File: src/rtl/math_hit_processor_pkg.sv
// Shared types and helpers for the math hit processor game logic.
package math_hit_processor_pkg;

  // Game controller states; encoding is visible on the HUD/debug port.
  typedef enum logic [2:0] {
    ST_IDLE      = 3'd0,
    ST_WAIT_A    = 3'd1,
    ST_WAIT_OP   = 3'd2,
    ST_WAIT_B    = 3'd3,
    ST_EVAL      = 3'd4,
    ST_RESPAWN   = 3'd5,
    ST_GAME_OVER = 3'd6
  } state_t;

  // Operator picked up from the operand objects.
  typedef enum logic {
    OP_ADD = 1'b0,
    OP_SUB = 1'b1
  } op_t;

  // Isolates the lowest set bit of a hit vector (one-hot result, zero if none set).
  function automatic logic [31:0] lowest_set_onehot(input logic [31:0] v);
    return v & (~v + 32'd1);
  endfunction

endpackage

File: src/rtl/math_hit_processor_alu.sv
// Combinational evaluator for "A op B" compared against the round target.
module expr_alu
  import math_hit_processor_pkg::*;
#(
  parameter int VAL_W = 4,
  parameter int RES_W = 6
) (
  input  logic [VAL_W-1:0] a,
  input  logic [VAL_W-1:0] b,
  input  op_t              op,
  input  logic [RES_W-1:0] target,
  output logic [RES_W-1:0] res,
  output logic             match
);

  logic [RES_W-1:0] ext_a;
  logic [RES_W-1:0] ext_b;

  // Operands are unsigned; zero-extend so a subtraction wraps into a signed two's complement result.
  always_comb begin
    ext_a = RES_W'(a);
    ext_b = RES_W'(b);
    res   = (op == OP_SUB) ? (ext_a - ext_b) : (ext_a + ext_b);
    match = (res == target);
  end

endmodule

File: src/rtl/math_hit_processor.sv
// Collision consumer: assembles "A op B" from hit pulses, scores it, and runs lives/respawn/game-over.
// Pulse semantics: every input pulse is sampled on the clock edge it is high for, and every output
// pulse (numberConsumed, respawnMonkey, roundWin) is high for exactly one cycle, with no back-pressure.
module math_hit_processor
  import math_hit_processor_pkg::*;
#(
  parameter int NUMBERS        = 3,
  parameter int VAL_W          = 4,
  parameter int RES_W          = 6,
  parameter int SCORE_W        = 8,
  parameter int LIVES          = 3,
  parameter int POINTS         = 10,
  parameter int RESPAWN_FRAMES = 2,
  parameter int LIVES_W        = $clog2(LIVES + 1)
) (
  input  logic                     clk,
  input  logic                     resetN,
  input  logic                     startOfFrame,
  input  logic                     startGame,
  input  logic [NUMBERS-1:0]       SingleHitPulse,
  input  logic [1:0]               operandHit,
  input  logic                     waterCollision,
  input  logic [NUMBERS*VAL_W-1:0] numberValues,
  input  logic [RES_W-1:0]         targetValue,
  output logic [NUMBERS-1:0]       numberConsumed,
  output logic                     respawnMonkey,
  output logic                     roundWin,
  output logic                     gameOver,
  output logic [SCORE_W-1:0]       score,
  output logic [LIVES_W-1:0]       lives,
  output logic [2:0]               state
);

  localparam int FRAME_W = $clog2(RESPAWN_FRAMES + 1);

  state_t               state_q, state_d;
  logic [VAL_W-1:0]     a_q, a_d, b_q, b_d;
  op_t                  op_q, op_d;
  logic                 water_q, water_d;
  logic [FRAME_W-1:0]   frame_q, frame_d;
  logic [SCORE_W-1:0]   score_q, score_d;
  logic [LIVES_W-1:0]   lives_q, lives_d;
  logic [NUMBERS-1:0]   consumed_q, consumed_d;
  logic                 respawn_q, respawn_d;
  logic                 win_q, win_d;
  logic                 game_over_q, game_over_d;

  logic [NUMBERS-1:0]   hit_onehot;
  logic [VAL_W-1:0]     hit_val;
  logic [RES_W-1:0]     alu_res;
  logic                 alu_match;
  logic [SCORE_W:0]     score_sum;
  logic                 in_play;
  logic                 death;

  expr_alu #(.VAL_W(VAL_W), .RES_W(RES_W)) u_alu (
    .a      (a_q),
    .b      (b_q),
    .op     (op_q),
    .target (targetValue),
    .res    (alu_res),
    .match  (alu_match)
  );

  // Pick the lowest-index number hit this cycle and fetch its value.
  always_comb begin
    hit_onehot = NUMBERS'(lowest_set_onehot(32'(SingleHitPulse)));
    hit_val    = '0;
    for (int i = 0; i < NUMBERS; i++) begin
      if (hit_onehot[i]) hit_val = numberValues[i*VAL_W +: VAL_W];
    end
  end

  // Next-state and next-output logic; a water death in a frame overrides everything else that cycle.
  always_comb begin
    state_d     = state_q;
    a_d         = a_q;
    b_d         = b_q;
    op_d        = op_q;
    water_d     = water_q;
    frame_d     = frame_q;
    score_d     = score_q;
    lives_d     = lives_q;
    consumed_d  = '0;
    respawn_d   = 1'b0;
    win_d       = 1'b0;
    score_sum   = {1'b0, score_q} + (SCORE_W+1)'(POINTS);
    in_play     = (state_q == ST_WAIT_A) || (state_q == ST_WAIT_OP) ||
                  (state_q == ST_WAIT_B) || (state_q == ST_EVAL);
    death       = in_play && water_q && startOfFrame;

    if (in_play && waterCollision) water_d = 1'b1;

    case (state_q)
      ST_IDLE, ST_GAME_OVER: begin
        if (startGame) begin
          state_d = ST_WAIT_A;
          score_d = '0;
          lives_d = LIVES_W'(LIVES);
          water_d = 1'b0;
        end
      end
      ST_WAIT_A: begin
        if (|SingleHitPulse) begin
          a_d        = hit_val;
          consumed_d = hit_onehot;
          state_d    = ST_WAIT_OP;
        end
      end
      ST_WAIT_OP: begin
        if (operandHit[0]) begin
          op_d    = OP_ADD;
          state_d = ST_WAIT_B;
        end else if (operandHit[1]) begin
          op_d    = OP_SUB;
          state_d = ST_WAIT_B;
        end
      end
      ST_WAIT_B: begin
        if (|SingleHitPulse) begin
          b_d        = hit_val;
          consumed_d = hit_onehot;
          state_d    = ST_EVAL;
        end
      end
      ST_EVAL: begin
        if (alu_match) begin
          score_d = score_sum[SCORE_W] ? {SCORE_W{1'b1}} : score_sum[SCORE_W-1:0];
          win_d   = 1'b1;
        end
        state_d = ST_WAIT_A;
      end
      ST_RESPAWN: begin
        if (startOfFrame) begin
          if (frame_q <= FRAME_W'(1)) begin
            frame_d = '0;
            state_d = ST_WAIT_A;
          end else begin
            frame_d = frame_q - 1'b1;
          end
        end
      end
      default: state_d = ST_IDLE;
    endcase

    if (death) begin
      a_d        = '0;
      b_d        = '0;
      op_d       = OP_ADD;
      water_d    = 1'b0;
      score_d    = score_q;
      consumed_d = '0;
      win_d      = 1'b0;
      if (lives_q <= LIVES_W'(1)) begin
        lives_d = '0;
        state_d = ST_GAME_OVER;
      end else begin
        lives_d   = lives_q - 1'b1;
        respawn_d = 1'b1;
        frame_d   = FRAME_W'(RESPAWN_FRAMES);
        state_d   = ST_RESPAWN;
      end
    end

    game_over_d = (state_d == ST_GAME_OVER);
  end

  // State and output registers with asynchronous active-low reset.
  always_ff @(posedge clk or negedge resetN) begin
    if (!resetN) begin
      state_q     <= ST_IDLE;
      a_q         <= '0;
      b_q         <= '0;
      op_q        <= OP_ADD;
      water_q     <= 1'b0;
      frame_q     <= '0;
      score_q     <= '0;
      lives_q     <= '0;
      consumed_q  <= '0;
      respawn_q   <= 1'b0;
      win_q       <= 1'b0;
      game_over_q <= 1'b0;
    end else begin
      state_q     <= state_d;
      a_q         <= a_d;
      b_q         <= b_d;
      op_q        <= op_d;
      water_q     <= water_d;
      frame_q     <= frame_d;
      score_q     <= score_d;
      lives_q     <= lives_d;
      consumed_q  <= consumed_d;
      respawn_q   <= respawn_d;
      win_q       <= win_d;
      game_over_q <= game_over_d;
    end
  end

  assign numberConsumed = consumed_q;
  assign respawnMonkey  = respawn_q;
  assign roundWin       = win_q;
  assign gameOver       = game_over_q;
  assign score          = score_q;
  assign lives          = lives_q;
  assign state          = state_q;

endmodule
File: config.mk
export PLATFORM = sky130hd
export DESIGN_NAME = math_hit_processor
export DESIGN_NICKNAME = d
export VERILOG_FILES = /design/src/rtl/math_hit_processor_pkg.sv /design/src/rtl/math_hit_processor_alu.sv /design/src/rtl/math_hit_processor.sv
export SDC_FILE = /design/constraint.sdc
export NUM_CORES = 1
export LEC_CHECK = 0
export ABC_AREA = 1
export CELL_PAD_IN_SITES_DETAIL_PLACEMENT = 1
export CELL_PAD_IN_SITES_GLOBAL_PLACEMENT = 1
export CORE_ASPECT_RATIO = 1.1
export CORE_MARGIN = 4
export CORE_UTILIZATION = 32
export CTS_CLUSTER_SIZE = 14
export DETAILED_ROUTE_END_ITERATION = 8
export HOLD_SLACK_MARGIN = 0.15
export PLACE_DENSITY = 0.8
export SLEW_MARGIN = 20
export SYNTH_ARGS = -nofsm -noshare
export SYNTH_HDL_FRONTEND = slang
export SYNTH_SLANG_ARGS = --single-unit
File: constraint.sdc
create_clock -name clk -period 2.1 [get_ports clk]
set_input_delay 0.21 -clock clk [delete_from_list [all_inputs] [get_ports clk]]
set_output_delay 0.21 -clock clk [all_outputs]
set_load 0.01 [all_outputs]
==> flow_metrics.py, run 1 <==
metrics = {
    "outcome": {
        "outcome": "finished, final reports clean",
    },
    "run": {
        "cap_viol_max_count": 0,
    },
    "detailed_routing": {
        "ant_nets": 0,
        "drt_pre_antenna_iters": 4,
        "first_iter_violations": 37,
        "wirelength_um": 5760,
        "drt-wirelength-per-cell_um": 13.8,
        "drc": 0,
        "vias": 2020,
        "viasPerCell": 4.84,
    },
    "cts": {
        "cts_buffers": 5,
        "clk_pin_slew_ns": 0.07,
        "htreeDepth": 2,
        "root_buffer": "clkbuf_8",
        "clkLatencyLatePin_ns": 0.29,
        "clock_sinks": 31,
        "cts_tree": "done",
        "ctsHoldBuffers": 0,
        "clockBufferDepth": 2,
    },
    "global_routing": {
        "grt_pass1_wl_um": 10100,
        "grtUsageMet2_pct": 30.2,
        "grt.overflow.total": 0,
        "grt_pass1_vias": 2277,
        "grt_max_degree": 32,
        "met1_usage_pct": 17.6,
        "busiest_layer": "met2",
        "met3_usage_pct": 2.85,
        "antenna_found_initial": 0,
        "gr-usage-all-layers_pct": 15.9,
    },
    "die": {
        "pin_count": 47,
        "die_y_um": 92.3,
        "start_util_pct": 33.2,
        "die_x_um": 84.7,
        "die-area_mm2": 0.00782,
        "core-area_mm2": 0.00623,
        "rows": 30,
    },
    "min_path": {
        "hold_path_class": "in -> async",
    },
    "synthesis": {
        "synth_area_leaders": "dfrtp_1 37%, nand2_1 14%, inv_1 7.6%, nand3_1 7.5%, ha_1 6.0%",
        "netlist_top_cells_count": "76 x nand2_1, 42 x inv_1, 31 x dfrtp_1, 31 x nand3_1, 16 x a21oi_1",
        "synthArstFlopShare_pct": 100,
        "synth_edf_count": 0,
        "synth.most_common_cell": "nand2_1",
        "yosys.area.top_type": "dfrtp_1",
        "ys_ff_latch": 31,
        "yosysSeqAreaShare_pct": 37.5,
        "syn_area_mm2": 0.00207,
        "synth.distinct_cells": 29,
        "yosys_warnings": 0,
        "yosysTopAreaCellShare_pct": 37.5,
        "syn-num-nets": 320,
        "syn-mean-instance-area_um2": 7.39,
        "syn_inst": 280,
        "synth-main-ff-cell": "dfrtp_1",
    },
    "cells_and_area": {
        "diodes": 0,
        "stdcell_area_mm2": 0.00279,
        "final_cells": 417,
        "fillers": 799,
        "final_util_pct": 44.7,
        "fin_nets": 376,
        "syn2layout_area_growth_pct": 34.6,
        "drive_above_1_share_pct": 14.2,
    },
    "sta": {
        "finalClockSkew_ns": 0.00823,
        "drv_slew": 0,
        "setup_viol": 0,
        "tightest_slew_ns": 0.409,
        "finalHoldViolations": 0,
        "slew_headroom_pct": 72.7,
        "final.setup.tns_ns": 0,
        "rsz0062_at_grt": "yes",
        "layout_min_cycle_time_ns": 2.08,
        "period_share_pct": 99.0,
        "fmax_mhz": 481,
    },
    "setup_path": {
        "reg2regPathDepth": 13,
        "timing.critical_path.from_type": "register",
        "critPathKind": "reg -> reg",
        "crit_path_end_kind": "register",
        "worstPathArrival_ns": 2.29,
        "cp_max_fo": 7,
        "crit_required_ns": 2.31,
    },
    "placed_design": {
        "portBuffers": 46,
        "place_area_mm2": 0.00263,
        "hpwl_um": 4600,
        "dp_cells": 407,
        "place_congestion": 0.770,
    },
    "power_and_ir_drop": {
        "worst_ir_drop_vdd_mv": 0.648,
        "power_density_mw_per_mm2": 1190,
        "p_leak_nw": 1.39,
    },
}
[metrics by stage]
step	power (mW)	setup WS [ns]	hold WS, ns
6_report	3.31	0.0201	0.317
3_3_place_gp	2.69	0.0360	0.462
3_5_place_dp	2.77	-0.0864	0.469
5_1_grt	3.67	-0.114	0.341
2_1_floorplan	2.18	0.121	-0.0856
4_1_cts	3.29	-0.0321	0.325
[final cells by class]
class	instances	area (um2)	share of cell area (%)
clock buffers	7	76.3	2.74
clock inverters	1	5.00	0.180
inverters	45	169	6.06
multi-input cells	202	1160	41.7
flip-flops and latches	31	776	27.8
well taps	80	100	3.59
repair buffers	51	498	17.9
[timing repair]
item                       in CTS  in global routing
pin swaps                       4                  8
resized for setup               5                 14
setup endpoints to repair       8                  8
gates cloned                    1                  0
setup buffers                   0                  1
[cell usage in the layout (no fill, tap or decap)]
cell type        count
fa_2                 2
o21ai_0             13
nand2_4              4
nand2_1             73
clkinv_2             1
nand2_8              1
o21ai_2              5
clkbuf_8             5
nor2_1              13
nor2_2               4
buf_4                5
nand3_2              2
nor4_1               1
nand4_1              1
nand3b_1             3
inv_2                5
ha_2                 2
clkdlybuf4s50_1     46
a21oi_1             14
o31ai_1              1
ha_1                 8
a31oi_1              1
xor2_1               3
nand2_2              8
o21bai_1             1
clkbuf_1             2
nor2_4               1
inv_1               40
nand3_1             29
dfrtp_1             31
nand3_4              1
o211ai_1             2
nor3_1               3
a21oi_2              2
o21ai_1              3
or3_1                1
[state kept, by name, indices dropped and copies added (netlist names)]
name	cells
respawnMonkey	1
state	3
score	8
lives	2
roundWin	1
gameOver	1
numberConsumed	3
water_q	1
op_q	1
frame_q	2
b_q	4
a_q	4
[cell families after synthesis]
| kind of cell | Yosys count | synth area share (%) |
|---|---|---|
| buf+inv | 48 | 9.73 |
| fa+ha+maj | 12 | 7.98 |
| xor+xnor | 3 | 1.27 |
| compound gates | 42 | 11.6 |
| flops | 31 | 37.5 |
| simple gates | 144 | 31.9 |
[critical path, cell delays in order (launching register included)]
cell	delay, ns
dfrtp_1	0.37
inv_1	0.06
ha_2	0.19
fa_2	0.52
nand2_1	0.06
nand3b_1	0.11
nand3_2	0.08
nor2_2	0.10
nand2_2	0.07
nor2_4	0.10
nand2_4	0.10
nand2_8	0.10
nor2_2	0.04
a21oi_1	0.12
[power breakdown]
| part | total (mW) | leakage [nW] | internal, mW | switching, mW |
|---|---|---|---|---|
| clock | 0.451 | 0.0422 | 0.232 | 0.219 |
| sequential | 0.994 | 0.400 | 0.788 | 0.206 |
| combinational | 1.86 | 0.946 | 0.736 | 1.12 |
[layer usage]
| metal | up-vias | part of all wire, % |
|---|---|---|
| li1 | 1006 | - |
| met4 | 0 | 1.5 |
| met5 | - | 0 |
| met1 | 982 | 42 |
| met3 | 7 | 2.3 |
| met2 | 25 | 54 |
[final timing paths]
path | startpoint | end | slack, ns
min in group clk | frame_q[1]$_DFF_PN0_ | frame_q[1]$_DFF_PN0_ | 0.48
setup reg to reg | a_q[0]$_DFFE_PN0P_ | score[2]$_DFFE_PN0P_ | 0.02
setup / recovery | a_q[0]$_DFFE_PN0P_ | score[2]$_DFFE_PN0P_ | 0.02
hold / removal | resetN | score[4]$_DFFE_PN0P_ | 0.32
hold reg to reg | frame_q[1]$_DFF_PN0_ | frame_q[1]$_DFF_PN0_ | 0.48
max in group asynchronous | resetN | numberConsumed[2]$_DFF_PN0_ | 1.48
(Power assumes the default switching activity.)
==> run 2: changes to the inputs <==
--- a/config.mk
+++ b/config.mk
@@ -15,6 +15,7 @@
 export DETAILED_ROUTE_END_ITERATION = 8
 export HOLD_SLACK_MARGIN = 0.15
 export PLACE_DENSITY = 0.8
+export REMOVE_ABC_BUFFERS = 1
 export SLEW_MARGIN = 20
 export SYNTH_ARGS = -nofsm -noshare
 export SYNTH_HDL_FRONTEND = slang
==> run 2 against run 1 <==
Final area grew 0.58%. Die area unchanged. Global-route usage shrank 0.65 points. Core utilization up 0.26 points. Power rose by 1.5%. Non-clock buffer count rose by 3. Via count is 1.7% lower. Combinational power grew 2%. Sequential share of layout area is 0.16 points lower. Wire length down 1.1%. Fmax increased by 0.69%. Highest routed layer unchanged.
==> flow_metrics.py, run 2 (synthesized netlist as in run 1, its figures left out) <==
metrics = {
    "detailed_routing": {
        "vias": 1986,
        "drt_pre_antenna_iters": 4,
        "wl_met2_um": 2880,
        "wl_met1_um": 2570,
        "wl_met3_um": 191,
        "first_iter_violations": 46,
        "drt-wirelength-per-cell_um": 13.6,
        "viasPerCell": 4.74,
        "top_layer": "met4",
        "drc": 0,
        "ant_nets": 0,
        "wirelength_um": 5700,
    },
    "setup_path": {
        "crit_required_ns": 2.31,
        "critPathBufInv": 1,
        "r2r_end": "score[0]$_DFFE_PN0P_",
        "path_delay_family": "simple AND/OR/NAND/NOR gates",
        "r2r-start": "a_q[0]$_DFFE_PN0P_",
        "timing.critical_path.from_type": "register",
        "critical-path-slowest-cell": "fa_2",
        "critPathKind": "reg -> reg",
        "crit_chain": "inv_1 > ha_2 > fa_2 > nand2_2 > nand3b_1 > nand3_2 > nor2_2 > nand2_1 > nor2_2 > nand2_4 > nand2_8 > nand2_2 > a21oi_2",
        "crit_path_end_kind": "register",
        "crit_path_max_incr_delay_ns": 0.53,
        "cp_max_fo": 7,
        "worstPathArrival_ns": 2.28,
        "r2r_slack_ns": 0.03,
        "reg2regPathDepth": 13,
    },
    "power_and_ir_drop": {
        "power_density_mw_per_mm2": 1200,
        "p_leak_nw": 1.41,
        "power_mw": 3.35,
        "worst_ir_drop_vdd_mv": 0.618,
    },
    "placed_design": {
        "place_congestion": 0.789,
        "place_area_mm2": 0.00264,
        "hpwl_um": 4490,
        "place_ws_ns": -0.0868,
        "dp_cells": 408,
        "portBuffers": 46,
    },
    "cells_and_area": {
        "syn2layout_area_growth_pct": 35.4,
        "final_cells": 419,
        "diodes": 0,
        "final_common_cell": "nand2_1",
        "drive_above_1_share_pct": 14.5,
        "largest_register_ffs": 8,
        "stdcell_area_mm2": 0.00280,
        "multi_input_area_mm2": 0.00115,
        "fillers": 813,
        "final_util_pct": 45.0,
        "layout.area.seq_um2": 776,
        "fin_nets": 379,
        "final_cell_mix": "73 x nand2_1, 46 x clkdlybuf4s50_1, 41 x inv_1, 31 x dfrtp_1, 30 x nand3_1",
    },
    "sta": {
        "fmax_mhz": 484,
        "tightest_slew_ns": 0.408,
        "drv_slew": 0,
        "setup_viol": 0,
        "final.setup.tns_ns": 0,
        "timing.final.ws_setup_ns": 0.0344,
        "fin_hold_ws_ns": 0.325,
        "rsz0062_at_grt": "yes",
        "layout_min_cycle_time_ns": 2.07,
        "finalClockSkew_ns": 0.00854,
        "slew_headroom_pct": 72.8,
        "period_share_pct": 98.4,
        "finalHoldViolations": 0,
    },
    "die": {
        "die_x_um": 84.7,
        "rows": 30,
        "start_util_pct": 33.2,
        "die_y_um": 92.3,
        "pin_count": 47,
        "core-area_mm2": 0.00623,
        "die-area_mm2": 0.00782,
    },
    "run": {
        "cap_viol_max_count": 0,
    },
    "cts": {
        "clock_sinks": 31,
        "cts_buffers": 5,
        "clkLatencyLatePin_ns": 0.28,
        "cts_tree": "done",
        "htreeDepth": 2,
        "clk_pin_slew_ns": 0.07,
        "root_buffer": "clkbuf_8",
        "ctsHoldBuffers": 0,
        "clockBufferDepth": 2,
    },
    "global_routing": {
        "grt_max_degree": 32,
        "antenna_found_initial": 0,
        "grt.overflow.total": 0,
        "gr-usage-all-layers_pct": 15.2,
        "grt_pass1_vias": 2136,
        "grt_pass1_wl_um": 9750,
    },
    "min_path": {
        "hold_path_class": "in -> async",
    },
    "outcome": {
        "outcome": "finished, final reports clean",
    },
}
run 2: cell types whose count changed in the layout (fill, tap and decap cells not counted), sizes merged:
| cell | before | now |
|---|---|---|
| clkbuf | 7 | 6 |
| buf | 5 | 8 |
run 2: final cells by class:
type / instances / share of cell area (%)
Sequential cell: 31 / 27.7
Inverter: 45 / 6.03
Tap cell: 80 / 3.57
Multi-Input combinational cell: 202 / 41.0
Timing Repair Buffer: 54 / 18.6
Clock buffer: 6 / 2.95
Clock inverter: 1 / 0.179
run 2: power by group:
| part | total (mW) | switching [mW] | internal (mW) |
|---|---|---|---|
| Sequential | 0.989 | 0.201 | 0.788 |
| Combinational | 1.90 | 1.13 | 0.764 |
| Clock | 0.467 | 0.210 | 0.257 |
| Total | 3.35 | 1.54 | 1.81 |
run 2: layer usage:
metal,global-route usage [%],up-vias
met5,0,-
met4,4.09,0
met3,2.67,7
met2,26.6,35
met1,19.2,928
li1,-,1016
run 2: how the worst max path moves through the flow:
stage,start,to,cells past startpoint
after floorplan,a_q[0]$_DFFE_PN0P_,score[0]$_DFFE_PN0P_,14
final,a_q[0]$_DFFE_PN0P_,score[0]$_DFFE_PN0P_,13
after CTS,a_q[0]$_DFFE_PN0P_,score[6]$_DFFE_PN0P_,13
after global routing,a_q[0]$_DFFE_PN0P_,score[2]$_DFFE_PN0P_,13
after detailed placement,a_q[0]$_DFFE_PN0P_,score[0]$_DFFE_PN0P_,16
after global placement,a_q[0]$_DFFE_PN0P_,score[0]$_DFFE_PN0P_,13
run 2: repair_timing:
action | CTS | global route
endpoints found under the setup margin | 5 | 8
setup buffers | 1 | 2
pin swaps | 6 | 5
cloned | 1 | 0
gates resized for setup | 10 | 5
